[src/rtl/ps2_host_tx.sv]
// Host-to-device PS/2 transmitter: request-to-send, then shifts a start/data/parity/stop
// frame out on device clock falls and checks the device acknowledge.
module ps2_host_tx #(
  parameter int unsigned INHIBIT_CYCLES = 5000,
  parameter int unsigned FILTER_LEN     = 8,
  parameter int unsigned TIMEOUT_CYCLES = 100000
) (
  input  logic       clk,
  input  logic       reset,
  input  logic       wr,
  input  logic [7:0] din,
  input  logic       ps2c_in,
  input  logic       ps2d_in,
  output logic       ps2c_oe,
  output logic       ps2d_oe,
  output logic       tx_idle,
  output logic       tx_done_tick,
  output logic       tx_err_tick
);

  localparam int unsigned CntMax = (INHIBIT_CYCLES > TIMEOUT_CYCLES) ? INHIBIT_CYCLES
                                                                      : TIMEOUT_CYCLES;
  localparam int unsigned CntW   = $clog2(CntMax + 1);
  localparam logic [CntW-1:0] InhLast = CntW'(INHIBIT_CYCLES - 1);
  localparam logic [CntW-1:0] TmoLast = CntW'(TIMEOUT_CYCLES - 1);

  typedef enum logic [2:0] {StIdle, StRts, StReq, StSend, StWaitIdle} state_e;

  state_e                state_q, state_d;
  logic [CntW-1:0]       cnt_q, cnt_d;
  logic [3:0]            bit_q, bit_d;
  logic [9:0]            frame_q, frame_d;
  logic                  dbit_q, dbit_d;
  logic                  done_q, done_d;
  logic                  err_q, err_d;

  logic [1:0]            c_sync_q, d_sync_q;
  logic [FILTER_LEN-1:0] c_filt_q, d_filt_q;
  logic                  c_lvl_q, c_lvl_d, d_lvl_q, d_lvl_d;
  logic                  fall;

  // Idle bus is high, so the conditioning chain resets to all ones.
  always_ff @(posedge clk or posedge reset) begin
    if (reset) begin
      c_sync_q <= '1;
      d_sync_q <= '1;
      c_filt_q <= '1;
      d_filt_q <= '1;
      c_lvl_q  <= 1'b1;
      d_lvl_q  <= 1'b1;
    end else begin
      c_sync_q <= {c_sync_q[0], ps2c_in};
      d_sync_q <= {d_sync_q[0], ps2d_in};
      c_filt_q <= {c_filt_q[FILTER_LEN-2:0], c_sync_q[1]};
      d_filt_q <= {d_filt_q[FILTER_LEN-2:0], d_sync_q[1]};
      c_lvl_q  <= c_lvl_d;
      d_lvl_q  <= d_lvl_d;
    end
  end

  always_comb begin
    c_lvl_d = c_lvl_q;
    d_lvl_d = d_lvl_q;
    if (&c_filt_q)       c_lvl_d = 1'b1;
    else if (~|c_filt_q) c_lvl_d = 1'b0;
    if (&d_filt_q)       d_lvl_d = 1'b1;
    else if (~|d_filt_q) d_lvl_d = 1'b0;
  end

  assign fall = c_lvl_q & ~c_lvl_d;

  always_ff @(posedge clk or posedge reset) begin
    if (reset) begin
      state_q <= StIdle;
      cnt_q   <= '0;
      bit_q   <= '0;
      frame_q <= '0;
      dbit_q  <= 1'b0;
      done_q  <= 1'b0;
      err_q   <= 1'b0;
    end else begin
      state_q <= state_d;
      cnt_q   <= cnt_d;
      bit_q   <= bit_d;
      frame_q <= frame_d;
      dbit_q  <= dbit_d;
      done_q  <= done_d;
      err_q   <= err_d;
    end
  end

  always_comb begin
    state_d = state_q;
    cnt_d   = cnt_q;
    bit_d   = bit_q;
    frame_d = frame_q;
    dbit_d  = dbit_q;
    done_d  = 1'b0;
    err_d   = 1'b0;
    unique case (state_q)
      StIdle: begin
        // A wr coinciding with the terminating tick belongs to the finished transfer.
        if (wr && !done_q && !err_q) begin
          frame_d = {1'b1, ~^din, din};
          bit_d   = '0;
          cnt_d   = '0;
          state_d = StRts;
        end
      end
      StRts: begin
        if (cnt_q == InhLast) begin
          cnt_d   = '0;
          state_d = StReq;
        end else begin
          cnt_d = cnt_q + CntW'(1);
        end
      end
      StReq: begin
        dbit_d  = 1'b1;
        cnt_d   = '0;
        state_d = StSend;
      end
      StSend: begin
        if (fall) begin
          cnt_d = '0;
          if (bit_q == 4'd10) begin
            if (!d_lvl_q) begin
              state_d = StWaitIdle;
            end else begin
              err_d   = 1'b1;
              state_d = StIdle;
            end
          end else begin
            dbit_d = ~frame_q[bit_q];
            bit_d  = bit_q + 4'd1;
          end
        end else if (cnt_q == TmoLast) begin
          err_d   = 1'b1;
          cnt_d   = '0;
          state_d = StIdle;
        end else begin
          cnt_d = cnt_q + CntW'(1);
        end
      end
      StWaitIdle: begin
        if (c_lvl_q && d_lvl_q) begin
          done_d  = 1'b1;
          cnt_d   = '0;
          state_d = StIdle;
        end else if (fall) begin
          cnt_d = '0;
        end else if (cnt_q == TmoLast) begin
          err_d   = 1'b1;
          cnt_d   = '0;
          state_d = StIdle;
        end else begin
          cnt_d = cnt_q + CntW'(1);
        end
      end
      default: state_d = StIdle;
    endcase
  end

  assign ps2c_oe      = (state_q == StRts) || (state_q == StReq);
  assign ps2d_oe      = (state_q == StReq) || ((state_q == StSend) && dbit_q);
  assign tx_idle      = (state_q == StIdle);
  assign tx_done_tick = done_q;
  assign tx_err_tick  = err_q;

endmodule

[config.mk]
export PLATFORM = sky130hd
export DESIGN_NAME = ps2_host_tx
export DESIGN_NICKNAME = d
export VERILOG_FILES = /design/src/rtl/ps2_host_tx.sv
export SDC_FILE = /design/constraint.sdc
export NUM_CORES = 1
export LEC_CHECK = 0
export ABC_AREA = 0
export CAP_MARGIN = 20
export CELL_PAD_IN_SITES_DETAIL_PLACEMENT = 1
export CELL_PAD_IN_SITES_GLOBAL_PLACEMENT = 1
export CORE_ASPECT_RATIO = 1.25
export CORE_MARGIN = 8
export CORE_UTILIZATION = 51
export CTS_BUF_LIST = sky130_fd_sc_hd__clkbuf_4
export CTS_CLUSTER_SIZE = 28
export DETAILED_ROUTE_END_ITERATION = 8
export PLACE_DENSITY = 0.9
export SLEW_MARGIN = 20
export SYNTH_ARGS = -nofsm -noshare
export SYNTH_HDL_FRONTEND = slang
export SYNTH_SLANG_ARGS = --single-unit
[constraint.sdc]
create_clock -name clk -period 5.56 [get_ports clk]
set_clock_uncertainty 0.2 [all_clocks]
set_input_delay 0.556 -clock clk [delete_from_list [all_inputs] [get_ports clk]]
set_output_delay 0.556 -clock clk [all_outputs]
set_load 0.03 [all_outputs]
==> Word level (Yosys, flattened, before mapping) <==
Index checks and enable logic that the tools add are counted.
{ "word_totals": {"input_bits": 13, "wordCells": 92, "ram_bits": 0, "memories": 0, "latch_bits": 0, "romBits": 0, "regBits": 59} }
{ "op_classes": {"div": 0, "bitwise": 3, "shifts": 0, "reduce_logical": 22, "n_eq_ne": 14, "mul": 0, "n_addsub": 2, "order_cmp": 1, "mux": 37} }
{ "op_table": {"columns": ["op", "n"], "rows": [
  ["17-bit two-way mux", 5],
  ["17-bit case mux with 5 select lines", 1],
  ["3-bit two-way mux", 8],
  ["17-bit by 1-bit adder with 17-bit output (second input constant)", 1],
  ["17-bit by 13-bit == test with 1-bit output (second input constant)", 1],
  ["17-bit == test (second input constant)", 1],
  ["8-bit AND reduction", 2],
  ["8-bit OR reduction", 2],
  ["1-bit two-way mux", 15],
  ["3-bit case mux with 5 select lines", 1],
  ["4-bit two-way mux", 3],
  ["2-bit != test (second input constant)", 4],
  ["4-bit case mux with 2 select lines", 1],
  ["4-bit AND reduction", 2],
  ["8-bit XNOR reduction", 1],
  ["3-bit by 2-bit == test with 1-bit output (second input constant)", 2],
  ["3-bit != test (second input constant)", 2],
  ["4-bit by 5-bit less-than comparator with 1-bit output (second input constant)", 1],
  ["5-bit nonzero test", 1],
  ["4-bit by 1-bit adder with 4-bit output (second input constant)", 1],
  ["1-bit binary-select mux with 4-bit select", 1],
  ["4-bit == test (second input constant)", 1],
  ["1-bit logical AND", 4],
  ["1-bit case mux with 2 select lines", 2],
  ["11 further kinds", 16]
]} }

==> Depth between registers and ports, before layout <==
{ "logic_depth": {"ltp_word": 8, "depth_mapped": 9} }

==> Worst setup path after synthesis <==
No wires, ideal clock.
{ "synth_path": {"path_type": "flip-flop to flip-flop", "start": "register state_q[1]", "end": "register frame_q[1]", "required_ps": 5235, "synth_period_minus_slack_ps": 2436, "path_stages_with_launch": 6, "setup_slack_ps": 3124, "t_arrival_ps": 2112, "setup_ps": 125, "path_cell_list": "dfrtp_1 clkbuf_1 nor3_1 nand2_1 clkbuf_1 mux2_2"} }
{ "synth_via": {"elab_chain_len": 2} }
{ "synth_rtl": {"columns": ["item", "line", "rtl"], "rows": [
  ["from (decl)", "29", "state_e state_q, state_d;"],
  ["from (signal assigned)", "74", "state_q <= StIdle;"],
  ["from (signal assigned)", "82", "state_q <= state_d;"],
  ["3-bit zero test", null, null],
  ["via tx_idle", "16", "output logic tx_idle,"],
  ["2-bit AND reduction (no line)", null, null],
  ["to (signal assigned)", "85", "frame_q <= frame_d;"],
  ["to (decl)", "32", "logic [9:0] frame_q, frame_d;"]
]} }
The timed path passes the listed nets, and every way through them passes these cells.
A chain may end at the register's enable or synchronous reset.

==> Worst setup path after layout <==
{ "layout_path": {"start": "register state_q[0]", "end": "output port tx_idle"} }
{ "layout_via": {"elab_chain_len": 1} }
{ "layout_rtl": {"columns": ["item", "line", "rtl"], "rows": [
  ["3-bit zero test", "166", "assign tx_idle = (state_q == StIdle);"],
  ["to (decl)", "16", null]
]} }
Every way passes these cells.

==> reports/results.tsv <==
stage	metric	value	unit
floorplan	num_rows	30	
cts	tritoncts	done	
sta	tns	0	ps
critical_path	critPathLaunchType	register	
cells_and_area	drive_gt1_share	23.0	%
logic_synthesis	syn-cell-area	2760	µm²
cts	cts_buffers	9	
detailed_routing	drt_iter0_markers	86	
global_route	grt_pass1_vias	2274	
detailed_routing	detail-route-antenna-nets	0	
cts	clkSinkCount	59	
sta	timing.final.hold_violations	0	
sta	min_period	2880	ps
logic_synthesis	ys_seq_area_share	54.5	%
global_route	grt_pass1_wl	11100	µm
sta	drv_slew	0	
floorplan	io_pins	18	
cts	cts-resized-gates	0	
detailed_routing	route.detailed.drc	0	
power_and_ir_drop	leakagePower	1.29	nW
logic_synthesis	synth_commonest_cells	dfrtp_1, nor2_1, dfstp_2, xnor2_1, o21ai_0	
power_and_ir_drop	power.density	445	nW/µm²
detailed_routing	drt-pass1-iter-count	4	
cells_and_area	area_delta_synth_final	13.4	%
critical_path	critPathLaunch	state_q[0]$_DFFE_PP0P_	
power_and_ir_drop	ir_drop	0.232	mV
global_route	grt.overflow.total	0	
critical_path	crit_fanout	11	
global_route	grtUsageTotal	18.0	%
critical_path	r2r_slack	2940	ps
cts	root_buffer	clkbuf_4	
detailed_routing	wl_per_cell	19.2	µm
floorplan	die_h	98.3	µm
logic_synthesis	avgSynthCellArea	11.2	µm²
logic_synthesis	yosysUniqueCellTypes	50	
floorplan	die_x	81.8	µm
logic_synthesis	synth-edff-count	0	
placement	gp_congestion	0.798	
floorplan	dieArea	8040	µm²
flow_run	drv_cap	0	
floorplan	start_util	51.8	%
critical_path	endpoint	tx_idle	
logic_synthesis	synth_top_area_share	33.5	%
placement	port_buffers	17	
sta	clock.fmax	347	MHz
global_route	grt_max_degree	60	
critical_path	reg2reg_from	cnt_q[5]$_DFFE_PP0P_	
global_route	antenna_found_initial	0	
cts	clock_latency	420	ps
cells_and_area	fill_cells	561	
cells_and_area	antennaDiodeCount	0	
logic_synthesis	yosysWarnings	0	
logic_synthesis	syn_inst	247	
sta	setup_viol	0	
placement	hpwlAfterDp	4530	µm
logic_synthesis	synthArstFlopShare	100	%
logic_synthesis	syn_nets	263	
logic_synthesis	synth_area_leaders	dfrtp_1, dfstp_2, xnor2_1, nor2_1, mux2_2	
sta	max_slew_margin	50.3	%
sta	tightest_slew	745	ps
critical_path	crit_type	reg -> out	
cts	cts_setup_buffers	0	
sta	hold_slack	166	ps
logic_synthesis	ys_seq_elements	59	
detailed_routing	viasPerCell	5.92	
critical_path	reg2reg_to	cnt_q[4]$_DFFE_PP0P_	
cts	htree_levels	3	
critical_path	cp_data_arrival_time	2120	ps
critical_path	endpoint_kind	output port	
cells_and_area	final_nets	281	
critical_path	reg2regPathDepth	5	
critical_path	cp.required	4800	ps
detailed_routing	totalWireLength	6410	µm
run_status	status	finished clean	
sta	rsz0062_at_grt	false	
floorplan	core_area	5330	µm²
cts	clk_pin_slew	100	ps
sta	period_share	51.8	%
detailed_routing	route.vias.total	1978	
hold_path	hold_path_class	reg -> reg	
cts	hold_buffers	0	
logic_synthesis	synthFlopType	dfrtp_1	
logic_synthesis	synth_most_common_cell	dfrtp_1	
cts	clockBufferDepth	2	
logic_synthesis	yosysTopAreaCell	dfrtp_1	
flip-flops by register name (all words and copies together), names as in the netlist:
signal,count
bit_q,4
c_filt_q,8
c_lvl_q,1
c_sync_q,2
cnt_q,17
d_filt_q,8
d_lvl_q,1
d_sync_q,2
dbit_q,1
frame_q,10
state_q,3
tx_done_tick,1
tx_err_tick,1
critical path: stages, from the launching register on:
cell and delay, ps:
dfrtp_1 540, nor3_1 400, clkdlybuf4s50_1 760
power by group:
part	internal [mW]	total, mW	switching [mW]
combinational	0.181	0.397	0.216
clock	0.185	0.352	0.167
sequential	0.525	0.642	0.117
total	0.891	1.39	0.501
layout make-up:
class                   count  area, µm²  share of cell area, %
repair buffers             18        178                   5.68
inverters                   9       33.8                   1.08
well taps                  64       80.1                   2.56
clock buffers              10       75.1                   2.40
flip-flops and latches     59       1500                   48.0
multi-input cells         168       1180                   37.7
clock inverters             6       80.1                   2.56
placed cells by master, fill, tap and decap left out, drive strengths merged, types with 2 or more instances in the layout:
master	count
inv	10
a41o	2
nor4	8
or3	3
o22ai	2
nand3b	3
nand3	12
and3	4
nor4b	4
xnor2	19
mux4	2
bufinv	2
nor2	25
o21ai	13
clkdlybuf4s50	17
a31oi	2
or2	2
nor3b	2
ha	3
and4	2
a211oi	2
nand2b	4
a21boi	2
a21oi	4
dfrtp	37
mux2	8
mux2i	3
clkinv	3
clkbuf	10
dfstp	22
nand2	11
nand4	6
nor3	9
stage by stage:
stage / instances / util, % / setup slack, ps / area [µm²] / total power [mW]
2_1_floorplan: 247 / - / 3120 / 2760 / 0.925
3_3_place_gp: 318 / 55.7 / 2520 / 2970 / 1.01
3_5_place_dp: 318 / 55.7 / 2430 / 2970 / 1.04
4_1_cts: 334 / 58.6 / 2680 / 3120 / 1.40
5_1_grt: 334 / 58.7 / 2600 / 3130 / 1.48
6_report: 334 / 58.7 / 2680 / 3130 / 1.39
cell families (layout without fill, tap and decap cells):
family	Yosys count	after routing	synth area share [%]
muxes	13	13	5.98
and+or+nand+nor	100	100	20.4
AOI/OAI and AO/OA	32	32	8.11
buffers and inverters	20	43	3.31
DFF	59	59	54.5
adders and majority gates	3	3	1.36
xor gates and xnor gates	20	20	6.35
per-layer routing:
layer | global-route usage, % | up-vias | wire length [µm]
met5 | 0 | - | 0
met4 | 9.62 | 0 | 233
met3 | 5.33 | 18 | 202
met2 | 29.8 | 37 | 3430
met1 | 19.7 | 1006 | 2540
li1 | - | 917 | -
how the worst min path moves through the flow:
stage	start	endpoint	slack (ps)	depth (start not counted)
after floorplan	c_sync_q[1]$_DFF_PP1_	c_filt_q[0]$_DFF_PP1_	150	0
after global placement	c_sync_q[1]$_DFF_PP1_	c_filt_q[0]$_DFF_PP1_	150	0
after detailed placement	c_sync_q[0]$_DFF_PP1_	c_sync_q[1]$_DFF_PP1_	150	0
after CTS	c_sync_q[0]$_DFF_PP1_	c_sync_q[1]$_DFF_PP1_	170	0
after global routing	c_sync_q[0]$_DFF_PP1_	c_sync_q[1]$_DFF_PP1_	170	0
final	c_sync_q[0]$_DFF_PP1_	c_sync_q[1]$_DFF_PP1_	170	0
No activity file was read; power rests on OpenSTA's default activity.
